--- config.mk ---
export PLATFORM = sky130hd
export DESIGN_NAME = pipeline_sequencer
export DESIGN_NICKNAME = d
export VERILOG_FILES = /design/src/rtl/pipeline_sequencer.sv
export SDC_FILE = /design/constraint.sdc
export NUM_CORES = 1
export LEC_CHECK = 0
export ABC_AREA = 0
export CAP_MARGIN = 5
export CORE_MARGIN = 2
export CORE_UTILIZATION = 47
export DETAILED_ROUTE_END_ITERATION = 7
export PLACE_DENSITY_LB_ADDON = 0.1
export SLEW_MARGIN = 20
export SYNTH_ARGS = -nofsm -noshare
export SYNTH_HDL_FRONTEND = slang
export SYNTH_SLANG_ARGS = --single-unit
export TNS_END_PERCENT = 50
--- constraint.sdc ---
create_clock -name clk -period 3.9 [get_ports clk]
set_input_delay 0.585 -clock clk [delete_from_list [all_inputs] [get_ports clk]]
set_output_delay 0.585 -clock clk [all_outputs]
set_load 0.005 [all_outputs]
--- src/rtl/pipeline_sequencer.sv ---
// Pipeline control sequencer: run / single-step / halt sequencing, load-use
// stall and bubble generation, taken-branch flush, and saturating event counters.
module pipeline_sequencer #(
  parameter logic [5:0] HALT_OPCODE  = 6'h3F,
  parameter int         DRAIN_CYCLES = 3,
  parameter int         CNT_W        = 16
) (
  input  logic             clk,
  input  logic             rst_n,
  input  logic             run_req,
  input  logic             step_req,
  input  logic [31:0]      if_id_instr,
  input  logic             id_ex_memread,
  input  logic [4:0]       id_ex_rt,
  input  logic             ex_mem_pcsrc,
  output logic             pc_write,
  output logic             if_id_write,
  output logic             id_ex_bubble,
  output logic             flush,
  output logic             running,
  output logic             halted,
  output logic [CNT_W-1:0] stall_count,
  output logic [CNT_W-1:0] flush_count
);

  localparam int DW = (DRAIN_CYCLES > 1) ? $clog2(DRAIN_CYCLES) : 1;

  typedef enum logic [2:0] {
    S_IDLE,
    S_RUN,
    S_STEP,
    S_DRAIN,
    S_HALTED
  } state_t;

  state_t           state_q, state_d;
  logic [DW-1:0]    drain_q, drain_d;
  logic [CNT_W-1:0] stall_count_q, stall_count_d;
  logic [CNT_W-1:0] flush_count_q, flush_count_d;

  logic hazard;
  logic halt_dec;
  logic stall_hit;

  assign hazard = id_ex_memread && (id_ex_rt != 5'd0) &&
                  ((id_ex_rt == if_id_instr[25:21]) || (id_ex_rt == if_id_instr[20:16]));
  assign halt_dec = (if_id_instr[31:26] == HALT_OPCODE);

  // Mealy controls: a taken branch outranks a stall, which outranks a halt hold.
  always_comb begin
    pc_write     = 1'b0;
    if_id_write  = 1'b0;
    id_ex_bubble = 1'b1;
    flush        = 1'b0;
    stall_hit    = 1'b0;
    case (state_q)
      S_RUN, S_STEP: begin
        if (ex_mem_pcsrc) begin
          flush        = 1'b1;
          pc_write     = 1'b1;
          if_id_write  = 1'b1;
          id_ex_bubble = 1'b0;
        end else if (hazard) begin
          stall_hit = 1'b1;
        end else if (!(halt_dec && (state_q == S_RUN))) begin
          pc_write     = 1'b1;
          if_id_write  = 1'b1;
          id_ex_bubble = 1'b0;
        end
      end
      S_DRAIN: begin
        if (ex_mem_pcsrc) begin
          flush    = 1'b1;
          pc_write = 1'b1;
        end
      end
      default: ;
    endcase
  end

  always_comb begin
    state_d = state_q;
    drain_d = drain_q;
    case (state_q)
      S_IDLE: begin
        if (run_req)       state_d = S_RUN;
        else if (step_req) state_d = S_STEP;
      end
      S_STEP: state_d = S_IDLE;
      S_RUN: begin
        if (halt_dec && !ex_mem_pcsrc) begin
          state_d = S_DRAIN;
          drain_d = DW'(DRAIN_CYCLES - 1);
        end
      end
      S_DRAIN: begin
        // A taken branch during drain means the halt was fetched down the wrong path.
        if (ex_mem_pcsrc) begin
          state_d = S_RUN;
          drain_d = '0;
        end else if (drain_q == '0) begin
          state_d = S_HALTED;
        end else begin
          drain_d = drain_q - DW'(1);
        end
      end
      S_HALTED: state_d = S_HALTED;
      default:  state_d = S_IDLE;
    endcase
  end

  always_comb begin
    stall_count_d = stall_count_q;
    flush_count_d = flush_count_q;
    if (stall_hit && (stall_count_q != '1)) stall_count_d = stall_count_q + CNT_W'(1);
    if (flush && (flush_count_q != '1))     flush_count_d = flush_count_q + CNT_W'(1);
  end

  always_ff @(posedge clk or negedge rst_n) begin
    if (!rst_n) begin
      state_q       <= S_IDLE;
      drain_q       <= '0;
      stall_count_q <= '0;
      flush_count_q <= '0;
    end else begin
      state_q       <= state_d;
      drain_q       <= drain_d;
      stall_count_q <= stall_count_d;
      flush_count_q <= flush_count_d;
    end
  end

  assign running     = (state_q == S_RUN) || (state_q == S_DRAIN);
  assign halted      = (state_q == S_HALTED);
  assign stall_count = stall_count_q;
  assign flush_count = flush_count_q;

endmodule

==> results.py <==
metrics = {
    "timing": {
        "tightest_slew_ps": 816,
        "slew_headroom_pct": 45.6,
        "finalHoldViolCount": 0,
        "finalCritPeriodShare_pct": 85.8,
        "fin_skew_ps": 4.39,
        "setup_viol": 0,
        "tns_ps": 0,
        "clock.fmax_mhz": 299,
        "finalMaxSlewViolations": 0,
        "rsz0062_at_grt": "false",
        "period_needed_ps": 3350,
    },
    "global_routing": {
        "grt-ovfl-total": 0,
        "grt_use_total_pct": 18.7,
        "grt_first_pass_wirelength_microns": 7380,
        "grt_max_degree": 38,
        "antenna_found_initial": 0,
        "grt_pass1_vias": 1721,
    },
    "clock_tree": {
        "numCtsBuffers": 5,
        "cts_tree": "done",
        "clock-sinks": 37,
        "cts-root-buf": "clkbuf_8",
        "ctsHoldBuffers": 0,
        "cts_resized": 0,
        "path_clk_slew_ps": 70,
        "post-cts-setup-buffer-count": 0,
        "htree_levels": 2,
        "clock_path_buffers": 2,
        "insertion_delay_ps": 280,
    },
    "yosys": {
        "yosysTopAreaCell": "dfrtp_1",
        "ys_seq_area_share_pct": 45.8,
        "async_flop_share_pct": 100,
        "ys_top_cells_by_area": "dfrtp_1, xor2_1, xnor2_1, nand2_1, nand4_1",
        "syn_inst": 194,
        "synth.distinct_cells": 39,
        "synth_nets": 240,
        "yosys.area.top_type_share_pct": 45.8,
        "ys.flop_type": "dfrtp_1",
        "synth_area_per_cell_sq_um": 10.4,
        "synth_edf_count": 0,
        "synth_commonest_cells": "dfrtp_1, xor2_1, xnor2_1, nand2_1",
        "synth_warnings": 0,
        "synth_seq_cells": 37,
        "synth_area_sq_um": 2020,
        "yosysMostFrequentCell": "dfrtp_1",
    },
    "worst_setup_path": {
        "rrSetupSlack_ps": 1820,
        "reg2reg_from": "flush_count[0]",
        "critical_path_class": "input pin to output port",
        "required_ps": 3310,
        "end_kind": "output port",
        "cp_max_fo": 3,
        "timing.rr.end": "flush_count[1]",
        "cp.arrival_ps": 2760,
        "r2r_cells": 6,
        "setup.worst_path.start_class": "input pin",
    },
    "power_and_ir_drop": {
        "switching_power_uw": 402,
        "p_int_uw": 823,
        "p_leak_uw": 0.00117,
        "ir_drop_uv": 319,
        "seqPwrFrac_pct": 43.5,
        "clock_power_share_pct": 19.9,
        "power_per_cell_area_nw_per_um2": 441,
        "sw_frac_of_total_pct": 32.8,
        "comb_power_share_pct": 36.5,
    },
    "floorplanning": {
        "fp.dieH_microns": 69.6,
        "rows": 23,
        "core-area_sq_um": 4060,
        "io_pins": 81,
        "floorplan.initialDensity_pct": 49.8,
        "die_area_sq_um": 4840,
        "fp.dieW_microns": 69.6,
    },
    "final_layout": {
        "fill_cells": 342,
        "drive_gt1_share_pct": 8.02,
        "regArea_sq_um": 926,
        "area_delta_synth_final_pct": 37.4,
        "antennaDiodeCount": 0,
        "finalNetCount": 309,
        "multi_input_area_sq_um": 1050,
        "fin_util_pct": 68.4,
    },
    "routing": {
        "drt-wirelength-per-cell_microns": 13.2,
        "via_count": 1649,
        "ant_nets": 0,
        "firstDrtPassIters": 4,
        "drt_iter0_drc": 58,
        "wl_microns": 4130,
        "viasPerCell": 5.29,
        "drc": 0,
    },
    "status": {
        "status": "completed",
    },
    "min_path": {
        "min_path_type": "input pin to asynchronous set/reset pin",
    },
    "placed_design": {
        "io_buffers": 64,
        "place_congestion": 0.803,
        "dp_hpwl_microns": 3170,
    },
    "job": {
        "maxCapViolations": 0,
    },
}
routing by layer:
| layer | global-route usage, % | wire length, microns |
|---|---|---|
| met5 | 0 | 0 |
| met1 | 23.6 | 1840 |
| met3 | 3.92 | 209 |
| met4 | 7.19 | 60 |
| met2 | 31.6 | 2020 |
area by class of cell:
class	count	share of cell area, %
clock buffers	5	2.48
repair buffers	65	23.2
multi-input cells	148	37.8
flip-flops and latches	37	33.3
clock inverters	1	0.180
inverters	6	0.811
well taps	50	2.25
state kept, by name, summed over array words and instances, names as in the netlist:
name and count:
stall_count 16, state_q 3, drain_q 2, flush_count 16
stage by stage:
step	cells	setup WS, ps	total power (uW)	hold slack (ps)	cell area [sq um]
6_report	312	553	1230	393	2780
4_1_cts	312	524	1240	422	2780
5_1_grt	312	414	1320	462	2780
2_1_floorplan	194	1450	759	289	2020
3_5_place_dp	306	531	993	482	2700
3_3_place_gp	306	535	980	477	2700
cells in the final DEF, fill, tap and decap left out, types with 4 or more instances in the layout:
master / n
and3_1: 8
and4_1: 4
clkbuf_8: 5
clkdlybuf4s50_1: 63
dfrtp_1: 37
inv_1: 6
nand2_1: 18
nand3_1: 9
nand4_1: 10
nor2_1: 10
nor3_1: 8
nor4_2: 4
o21ai_0: 4
xnor2_1: 19
xor2_1: 21
cell families (layout without fill, tap and decap cells):
family | after synthesis | after routing | share of synthesized area, %
muxes | 3 | 3 | 1.61
and+or+nand+nor | 88 | 88 | 26.3
DFF | 37 | 37 | 45.8
AOI/OAI and AO/OA | 14 | 14 | 4.83
adders and majority gates | 3 | 3 | 1.86
buffers and inverters | 9 | 77 | 2.29
xor gates and xnor gates | 40 | 40 | 17.3
power by group through the flow:
stage,sequential [uW],combinational [uW],clock [uW]
floorplan,513,245,0
global placement,537,443,0
CTS,534,454,253
global route,545,498,272
detailed placement,541,452,0
finish,533,448,244
critical path: stages:
cell             delay (ps)
clkdlybuf4s50_1         460
or4_1                   560
o21ai_2                 200
or2_1                   140
and3b_1                 210
a31o_1                  110
clkdlybuf4s50_1         500
how the worst max path moves through the flow:
stage | startpoint | end
after detailed placement | id_ex_rt[1] | pc_write
final | id_ex_rt[1] | pc_write
after CTS | id_ex_rt[1] | pc_write
after global placement | id_ex_rt[1] | pc_write
after global routing | id_ex_rt[1] | pc_write
after floorplan | id_ex_rt[1] | pc_write
(Power assumes the default switching activity.)
